**config.mk**
```make
export PLATFORM = sky130hd
export DESIGN_NAME = mem_arbiter_flat
export DESIGN_NICKNAME = d
export VERILOG_FILES = /design/src/rtl/mem_arbiter_pkg.sv /design/src/rtl/mem_arbiter_if.sv /design/src/rtl/mem_arbiter_arb_req_buffer.sv /design/src/rtl/mem_arbiter.sv /design/src/flat_wrapper.sv
export SDC_FILE = /design/constraint.sdc
export NUM_CORES = 1
export LEC_CHECK = 0
export BUFFER_PORTS_ARGS = -buffer_cell sky130_fd_sc_hd__buf_2
export CAP_MARGIN = 20
export CORE_MARGIN = 4
export CORE_UTILIZATION = 50
export DETAILED_ROUTE_END_ITERATION = 10
export GPL_TIMING_DRIVEN = 0
export PLACE_DENSITY = 0.89
export SLEW_MARGIN = 5
export SYNTH_ARGS = -nofsm -noshare
export SYNTH_HDL_FRONTEND = slang
export SYNTH_SLANG_ARGS = --single-unit
```
**constraint.sdc**
```tcl
create_clock -name clk -period 1.8 [get_ports clk]
set_clock_uncertainty 0.05 [all_clocks]
set_input_delay 0.36 -clock clk [delete_from_list [all_inputs] [get_ports clk]]
set_output_delay 0.36 -clock clk [all_outputs]
set_load 0.05 [all_outputs]
```
**src/rtl/mem_arbiter_pkg.sv**
```systemverilog
// mem_arbiter_pkg: shared types and constants for the memory arbiter slice.
//   XLEN / ADDR_W : data and address widths used by every file of the slice
//   mem_in_type   : bus response (ready, rdata)
//   mem_out_type  : bus request (valid, instr, addr, wdata, wstrb)
//   req_type      : one buffered requester entry
//   arb_reg_type  : arbiter register bank, init_arb_reg is its reset value
// Optional feature macro: MEM_ARBITER_RR_EN adds the last_grant field.
package mem_arbiter_pkg;

    localparam int unsigned XLEN   = 32;
    localparam int unsigned ADDR_W = 32;
    localparam int unsigned STRB_W = XLEN / 8;

    typedef enum logic [1:0] {
        StIdle  = 2'd0,
        StIbusy = 2'd1,
        StDbusy = 2'd2
    } arb_state_type;

    typedef enum logic {
        GrantImem = 1'b0,
        GrantDmem = 1'b1
    } grant_type;

    typedef struct packed {
        logic            ready;
        logic [XLEN-1:0] rdata;
    } mem_in_type;

    typedef struct packed {
        logic              valid;
        logic              instr;
        logic [ADDR_W-1:0] addr;
        logic [XLEN-1:0]   wdata;
        logic [STRB_W-1:0] wstrb;
    } mem_out_type;

    typedef struct packed {
        logic              valid;
        logic [ADDR_W-1:0] addr;
        logic [XLEN-1:0]   wdata;
        logic [STRB_W-1:0] wstrb;
    } req_type;

    typedef struct packed {
        arb_state_type state;
        mem_out_type   mem_out;
        logic          squash;
`ifdef MEM_ARBITER_RR_EN
        grant_type     last_grant;
`endif
    } arb_reg_type;

    // StIdle and GrantImem both encode as zero, so all-zero is the reset value.
    localparam arb_reg_type init_arb_reg = arb_reg_type'('0);

endpackage

```
**src/rtl/mem_arbiter_if.sv**
```systemverilog
// mem_arbiter_if: one memory request/response channel.
//   master drives : valid, instr, flush, addr, wdata, wstrb
//   slave drives  : ready, rdata
// Used for the fetch port, the load/store port and the external bus port.
interface mem_arbiter_if;
    import mem_arbiter_pkg::*;

    logic              valid;
    logic              instr;
    logic              flush;
    logic [ADDR_W-1:0] addr;
    logic [XLEN-1:0]   wdata;
    logic [STRB_W-1:0] wstrb;
    logic              ready;
    logic [XLEN-1:0]   rdata;

    modport master (
        output valid, instr, flush, addr, wdata, wstrb,
        input  ready, rdata
    );

    modport slave (
        input  valid, instr, flush, addr, wdata, wstrb,
        output ready, rdata
    );

endinterface

```
**src/rtl/mem_arbiter_arb_req_buffer.sv**
```systemverilog
// arb_req_buffer: 1-entry request holding register.
//   clk, rst            : clock, synchronous active-low reset
//   load_i              : capture addr/wdata/wstrb (ignored when full and not freed)
//   free_i              : release the held entry (served)
//   flush_i             : empty the entry; a same-cycle load is dropped
//   addr_i/wdata_i/wstrb_i : request payload
//   valid_o/addr_o/wdata_o/wstrb_o : held entry
//   drop_o              : a load arrived while full and was ignored
module arb_req_buffer
    import mem_arbiter_pkg::*;
(
    input  logic              clk,
    input  logic              rst,
    input  logic              load_i,
    input  logic              free_i,
    input  logic              flush_i,
    input  logic [ADDR_W-1:0] addr_i,
    input  logic [XLEN-1:0]   wdata_i,
    input  logic [STRB_W-1:0] wstrb_i,
    output logic              valid_o,
    output logic [ADDR_W-1:0] addr_o,
    output logic [XLEN-1:0]   wdata_o,
    output logic [STRB_W-1:0] wstrb_o,
    output logic              drop_o
);

    req_type buf_q, buf_d;

    always_comb begin
        buf_d  = buf_q;
        drop_o = 1'b0;
        if (flush_i) begin
            buf_d.valid = 1'b0;
        end else if (load_i && (!buf_q.valid || free_i)) begin
            buf_d.valid = 1'b1;
            buf_d.addr  = addr_i;
            buf_d.wdata = wdata_i;
            buf_d.wstrb = wstrb_i;
        end else begin
            drop_o = load_i;
            if (free_i) begin
                buf_d.valid = 1'b0;
            end
        end
    end

    always_ff @(posedge clk) begin
        if (!rst) begin
            buf_q <= '0;
        end else begin
            buf_q <= buf_d;
        end
    end

    assign valid_o = buf_q.valid;
    assign addr_o  = buf_q.addr;
    assign wdata_o = buf_q.wdata;
    assign wstrb_o = buf_q.wstrb;

endmodule

```
**src/rtl/mem_arbiter.sv**
```systemverilog
// mem_arbiter: shares one external memory port between fetch and load/store.
//   clk, rst : clock, synchronous active-low reset
//   imem     : fetch channel (slave); valid/addr/flush in, ready/rdata out
//   dmem     : load/store channel (slave); valid/addr/wdata/wstrb in, ready/rdata out
//   mem      : external bus (master); valid/instr/addr/wdata/wstrb out, ready/rdata in
// Widths come from mem_arbiter_pkg (XLEN, ADDR_W).
// Macros: MEM_ARBITER_RR_EN selects round-robin arbitration (default: dmem priority).
//         MEM_ARBITER_PROTO_ASSERT enables the duplicate-strobe simulation check.
module mem_arbiter
    import mem_arbiter_pkg::*;
(
    input  logic          clk,
    input  logic          rst,
    mem_arbiter_if.slave  imem,
    mem_arbiter_if.slave  dmem,
    mem_arbiter_if.master mem
);

    arb_reg_type r_q, r_d;
    mem_in_type  bus_in;
    mem_out_type ireq, dreq;

    logic              ibuf_valid, dbuf_valid;
    logic [ADDR_W-1:0] ibuf_addr, dbuf_addr;
    logic [XLEN-1:0]   ibuf_wdata, dbuf_wdata;
    logic [STRB_W-1:0] ibuf_wstrb, dbuf_wstrb;
    logic              imem_drop, dmem_drop;
    logic              imem_load, imem_free, dmem_free;
    logic              imem_ack, dmem_ack;
    logic              done, pend_i, pend_d, prefer_i;
    logic              grant_i, grant_d;

    assign bus_in = '{ready: mem.ready, rdata: mem.rdata};

    // A response only counts while a transaction is outstanding.
    assign done      = bus_in.ready && (r_q.state != StIdle);
    assign imem_load = imem.valid && !imem.flush;
    // A squashed fetch must not free the buffer: it may already hold the redirected fetch.
    assign imem_free = done && (r_q.state == StIbusy) && !r_q.squash;
    assign dmem_free = done && (r_q.state == StDbusy);

    arb_req_buffer u_ibuf (
        .clk     (clk),
        .rst     (rst),
        .load_i  (imem_load),
        .free_i  (imem_free),
        .flush_i (imem.flush),
        .addr_i  (imem.addr),
        .wdata_i ('0),
        .wstrb_i ('0),
        .valid_o (ibuf_valid),
        .addr_o  (ibuf_addr),
        .wdata_o (ibuf_wdata),
        .wstrb_o (ibuf_wstrb),
        .drop_o  (imem_drop)
    );

    arb_req_buffer u_dbuf (
        .clk     (clk),
        .rst     (rst),
        .load_i  (dmem.valid),
        .free_i  (dmem_free),
        .flush_i (1'b0),
        .addr_i  (dmem.addr),
        .wdata_i (dmem.wdata),
        .wstrb_i (dmem.wstrb),
        .valid_o (dbuf_valid),
        .addr_o  (dbuf_addr),
        .wdata_o (dbuf_wdata),
        .wstrb_o (dbuf_wstrb),
        .drop_o  (dmem_drop)
    );

    // Pending includes this cycle's strobe so a grant can issue the cycle after it.
    assign pend_i = !imem.flush && (ibuf_valid || imem.valid);
    assign pend_d = dbuf_valid || dmem.valid;

    always_comb begin
        ireq       = '0;
        ireq.valid = 1'b1;
        ireq.instr = 1'b1;
        ireq.addr  = ibuf_valid ? ibuf_addr : imem.addr;

        dreq       = '0;
        dreq.valid = 1'b1;
        dreq.addr  = dbuf_valid ? dbuf_addr  : dmem.addr;
        dreq.wdata = dbuf_valid ? dbuf_wdata : dmem.wdata;
        dreq.wstrb = dbuf_valid ? dbuf_wstrb : dmem.wstrb;
    end

`ifdef MEM_ARBITER_RR_EN
    assign prefer_i = (r_q.last_grant == GrantDmem);
`else
    assign prefer_i = 1'b0;
`endif

    always_comb begin
        r_d               = r_q;
        r_d.mem_out.valid = 1'b0;
        grant_i           = 1'b0;
        grant_d           = 1'b0;
        unique case (r_q.state)
            StIdle: begin
                grant_d = pend_d && !(pend_i && prefer_i);
                grant_i = pend_i && !grant_d;
            end
            StIbusy: begin
                if (imem.flush) begin
                    r_d.squash = 1'b1;
                end
                grant_d = done && pend_d;
            end
            StDbusy: begin
                grant_i = done && pend_i;
            end
            default: begin
                r_d.state = StIdle;
            end
        endcase

        if (done && !grant_i && !grant_d) begin
            r_d.state = StIdle;
        end
        if (grant_i) begin
            r_d.state   = StIbusy;
            r_d.mem_out = ireq;
            r_d.squash  = 1'b0;
`ifdef MEM_ARBITER_RR_EN
            r_d.last_grant = GrantImem;
`endif
        end
        if (grant_d) begin
            r_d.state   = StDbusy;
            r_d.mem_out = dreq;
            r_d.squash  = 1'b0;
`ifdef MEM_ARBITER_RR_EN
            r_d.last_grant = GrantDmem;
`endif
        end
    end

    always_ff @(posedge clk) begin
        if (!rst) begin
            r_q <= init_arb_reg;
        end else begin
            r_q <= r_d;
        end
    end

    // A flush in the completion cycle also suppresses the fetch response.
    assign imem_ack = imem_free && !imem.flush;
    assign dmem_ack = dmem_free;

    assign imem.ready = imem_ack;
    assign imem.rdata = imem_ack ? bus_in.rdata : '0;
    assign dmem.ready = dmem_ack;
    assign dmem.rdata = dmem_ack ? bus_in.rdata : '0;

    assign mem.valid = r_q.mem_out.valid;
    assign mem.instr = r_q.mem_out.instr;
    assign mem.addr  = r_q.mem_out.addr;
    assign mem.wdata = r_q.mem_out.wdata;
    assign mem.wstrb = r_q.mem_out.wstrb;
    assign mem.flush = 1'b0;

`ifdef MEM_ARBITER_PROTO_ASSERT
    always_ff @(posedge clk) begin
        if (rst) begin
            assert (!imem_drop) else $error("imem strobe while request buffer full");
            assert (!dmem_drop) else $error("dmem strobe while request buffer full");
        end
    end
`endif

    // Channel fields that this block has no use for.
    logic unused_sig;
    assign unused_sig = ^{imem.instr, imem.wdata, imem.wstrb, dmem.instr, dmem.flush,
                          ibuf_wdata, ibuf_wstrb, imem_drop, dmem_drop};

endmodule

```
**src/flat_wrapper.sv**
```systemverilog
// flat-port wrapper written by rule: the top's interface ports become plain ports
module mem_arbiter_flat import mem_arbiter_pkg::*;
  (clk, rst, imem_valid, imem_instr, imem_flush, imem_addr, imem_wdata, imem_wstrb, imem_ready, imem_rdata, dmem_valid, dmem_instr, dmem_flush, dmem_addr, dmem_wdata, dmem_wstrb, dmem_ready, dmem_rdata, mem_valid, mem_instr, mem_flush, mem_addr, mem_wdata, mem_wstrb, mem_ready, mem_rdata);
  mem_arbiter_if imem_i ();
  mem_arbiter_if dmem_i ();
  mem_arbiter_if mem_i ();
  input  logic clk;
  input  logic rst;
  input wire logic [$bits(imem_i.valid)-1:0] imem_valid;
  input wire logic [$bits(imem_i.instr)-1:0] imem_instr;
  input wire logic [$bits(imem_i.flush)-1:0] imem_flush;
  input wire logic [$bits(imem_i.addr)-1:0] imem_addr;
  input wire logic [$bits(imem_i.wdata)-1:0] imem_wdata;
  input wire logic [$bits(imem_i.wstrb)-1:0] imem_wstrb;
  output wire logic [$bits(imem_i.ready)-1:0] imem_ready;
  output wire logic [$bits(imem_i.rdata)-1:0] imem_rdata;
  input wire logic [$bits(dmem_i.valid)-1:0] dmem_valid;
  input wire logic [$bits(dmem_i.instr)-1:0] dmem_instr;
  input wire logic [$bits(dmem_i.flush)-1:0] dmem_flush;
  input wire logic [$bits(dmem_i.addr)-1:0] dmem_addr;
  input wire logic [$bits(dmem_i.wdata)-1:0] dmem_wdata;
  input wire logic [$bits(dmem_i.wstrb)-1:0] dmem_wstrb;
  output wire logic [$bits(dmem_i.ready)-1:0] dmem_ready;
  output wire logic [$bits(dmem_i.rdata)-1:0] dmem_rdata;
  output wire logic [$bits(mem_i.valid)-1:0] mem_valid;
  output wire logic [$bits(mem_i.instr)-1:0] mem_instr;
  output wire logic [$bits(mem_i.flush)-1:0] mem_flush;
  output wire logic [$bits(mem_i.addr)-1:0] mem_addr;
  output wire logic [$bits(mem_i.wdata)-1:0] mem_wdata;
  output wire logic [$bits(mem_i.wstrb)-1:0] mem_wstrb;
  input wire logic [$bits(mem_i.ready)-1:0] mem_ready;
  input wire logic [$bits(mem_i.rdata)-1:0] mem_rdata;
  assign imem_i.valid = imem_valid;
  assign imem_i.instr = imem_instr;
  assign imem_i.flush = imem_flush;
  assign imem_i.addr = imem_addr;
  assign imem_i.wdata = imem_wdata;
  assign imem_i.wstrb = imem_wstrb;
  assign imem_ready = imem_i.ready;
  assign imem_rdata = imem_i.rdata;
  assign dmem_i.valid = dmem_valid;
  assign dmem_i.instr = dmem_instr;
  assign dmem_i.flush = dmem_flush;
  assign dmem_i.addr = dmem_addr;
  assign dmem_i.wdata = dmem_wdata;
  assign dmem_i.wstrb = dmem_wstrb;
  assign dmem_ready = dmem_i.ready;
  assign dmem_rdata = dmem_i.rdata;
  assign mem_valid = mem_i.valid;
  assign mem_instr = mem_i.instr;
  assign mem_flush = mem_i.flush;
  assign mem_addr = mem_i.addr;
  assign mem_wdata = mem_i.wdata;
  assign mem_wstrb = mem_i.wstrb;
  assign mem_i.ready = mem_ready;
  assign mem_i.rdata = mem_rdata;
  mem_arbiter u_core (.clk(clk), .rst(rst), .imem(imem_i), .dmem(dmem_i), .mem(mem_i));
endmodule
```
==> results by group <==
Status
  – Status: complete, but fails checks
  – Failing checks: setup timing

CTS
  – Clk Latency, worst-skew pair: 0.44 ns
  – CTS tree: done
  – Sinks on Clock Net: 175
  – Clock root buffer: clkbuf_16
  – Num CTS Buffers: 17
  – Hold-fix buffers, CTS: 0
  – Worst-path clk slew: 0.08 ns
  – H-tree depth: 4
  – Clk buf depth: 2

Synthesis
  – Syn avg cell area: 8.93 um2
  – Syn_nets: 1104
  – Synth Cell Area: 8280 um2
  – Top_reg_cell synth: dfxtp_1
  – Sequential cell area fraction in the yosys report: 0.423
  – #FFs+latches synth: 175
  – Synth warn: 0
  – Netlist cell types: 38
  – Ys async rst share: 0
  – Post-synthesis cell count: around 930
  – Post-synth EDFFs: 0

Floorplan
  – Core Region: 16100 um2
  – DIE AREA: 18700 um2
  – Row cnt: 46
  – Die X: 137 um
  – Die height: 137 um
  – Initial core utilization: 0.516
  – Ports: 314

Routing
  – Routed Antenna Nets: 0
  – Via count: 9074
  – Routed WL per cell: roughly 24 um
  – Drt first pass iters: 5
  – Drt first-iter violations: between 600 and 700
  – Via density: 6.04
  – Residual DRC: 0
  – WL final: 36700 um

STA
  – Pins over their slew limit: 0
  – Final setup viols: 182
  – Max frequency: 0.412 GHz
  – Shortest period the worst path allows: 2.43 ns
  – Rel. slew slack: 0.439
  – Crit share post-route: 1.35
  – Final hold vios: 0
  – Worst Tran Pin Value: 0.842 ns
  – Crit path setup slack, layout: -0.630 ns
  – WHS: 0.116 ns
  – RSZ-0062 raised after global routing: yes

Pwr
  – Max VDD drop: 0.861 mV
  – Cell leakage power: between 6 and 7 nW
  – Clock power share: 0.325
  – Comb power frac: 0.300
  – Switching power: 3.98 mW
  – Power density cells: 862 nW/um2
  – Internal: ~7.7 mW
  – Switching portion of total power: 0.340
  – Seq pwr share: 0.375

Critical path
  – Critical Path Fanout Max: 10
  – Kind of end point of the critical path: register
  – Worst r2r path cells: 4
  – Worst path arrival time: between 2 and 3 ns
  – Req. time, crit path: 2.04 ns
  – CP startpoint kind: register
  – Kind of critical path: register to register

Finish
  – Commonest non-fill, non-tap cell in the layout: buf_2
  – P&R area growth vs syn: 64.2%
  – Share of layout cells above drive strength 1: 0.592
  – Commonest cells after routing, fill and taps aside: buf_2, dfxtp_1, mux2i_1
  – Nets: around 1400
  – Layout Utilization: 0.847

Hold path
  – Hold Path Class: primary input to register
  – WHS Path Cells: 3

Global routing
  – First-pass GRT wire length: 46300 um
  – Initial antenna violation count: 10
  – Vias in the first global route: 8694
  – Total gr overflow: 0
  – Aggregate global-route resource usage: 0.316
  – Largest net degree at the start of global routing: 17

Place
  – GPL Wtd Cong: 0.866
  – Port Buffers: 272
  – HPWL after DPL: 18300 um

Job
  – Max-cap viol count: 0
==> routing by layer <==
metal	global-route usage	share of wire
met1	0.365	0.36
met2	0.538	0.48
met3	0.0978	0.095
met4	0.140	0.067
met5	0	0.0026
==> critical path, cell delays in order (launching register included) <==
cell,delay [ns]
dfxtp_1,0.36
buf_2,0.35
clkbuf_1,0.64
mux2i_1,0.67
o22ai_1,0.21
==> cell type report <==
type / count / area [um2]
fill: 763 / 2460
antenna: 3 / 7.51
buffer: 144 / 1150
timing repair buffer: 326 / 2810
clock buffer: 19 / 453
clock inverter: 13 / 138
sequential: 175 / 3510
tap: 216 / 270
multi-input combinational: 601 / 5240
inverter: 5 / 23.8
==> kinds of logic after synthesis <==
family | share of synthesized area
simple gates | 0.139
compound gates | 0.171
flops | 0.423
buf+inv | 0.107
mux | 0.160
other cells | 0.000453
==> final timing paths <==
kind	startpoint	slack, ns	endpoint
setup / recovery	u_core.u_dbuf.valid_o	-0.63	u_core.mem.addr[19]
hold / removal	dmem_wdata[20]	0.12	u_core.u_dbuf.wdata_o[20]
setup reg to reg	u_core.u_dbuf.valid_o	-0.63	u_core.mem.addr[19]
hold reg to reg	u_core.u_dbuf.wdata_o[20]	0.41	u_core.u_dbuf.wdata_o[20]
==> registers in the layout, summed over array words and instances, names as in the netlist <==
| signal | flops |
|---|---|
| u_core.r_q | 3 |
| u_core.mem.wdata | 32 |
| u_core.u_dbuf.wdata_o | 32 |
| u_core.u_dbuf.wstrb_o | 4 |
| u_core.mem.addr | 32 |
| u_core.mem.valid | 1 |
| u_core.u_ibuf.valid_o | 1 |
| u_core.mem.instr | 1 |
| u_core.u_dbuf.valid_o | 1 |
| u_core.u_ibuf.addr_o | 32 |
| u_core.u_dbuf.addr_o | 32 |
| u_core.mem.wstrb | 4 |
==> synth_stat cells, drive strengths merged (2+ instances only) <==
library cell / n / area, um2
dfxtp: 175 / 3500
a31o: 32 / 280
nor3: 4 / 20.0
a31oi: 2 / 18.8
o2bb2ai: 36 / 315
and2: 65 / 407
mux2i: 132 / 1320
clkbuf: 41 / 154
nand2b: 2 / 12.5
nand2: 137 / 514
inv: 5 / 18.8
o31ai: 2 / 15.0
o22ai: 32 / 200
buf: 105 / 716
nor2: 37 / 139
a21oi: 105 / 529
==> power by group through the flow <==
| stage | clock, mW | combinational [mW] | sequential (mW) |
|---|---|---|---|
| after floorplan | 0 | 1.76 | 4.34 |
| final | 3.81 | 3.51 | 4.39 |
| after global placement | 0 | 2.33 | 4.36 |
| after CTS | 3.72 | 2.89 | 4.30 |
| after detailed placement | 0 | 2.38 | 4.37 |
| after global routing | 3.96 | 3.64 | 4.40 |
==> metrics by stage <==
step / cells / TNS (ns) / total power, mW / area (um2) / setup WS, ns
2_1_floorplan: 927 / -0.110 / 6.10 / 8380 / -0.0122
3_3_place_gp: 1415 / -40.12 / 6.69 / 10000 / -0.428
3_5_place_dp: 1415 / -50.15 / 6.75 / 10000 / -0.426
4_1_cts: 1478 / -25.42 / 10.9 / 12200 / -0.396
5_1_grt: 1501 / -47.52 / 12.0 / 13600 / -0.652
6_report: 1502 / -35.26 / 11.7 / 13600 / -0.630
==> what timing repair did <==
item,4_1_cts,5_1_grt
gates resized for setup,366,276
cloned,10,8
buffers inserted,22,16
setup endpoints to repair,227,228
pin swaps,111,146
(Power assumes the default switching activity.)
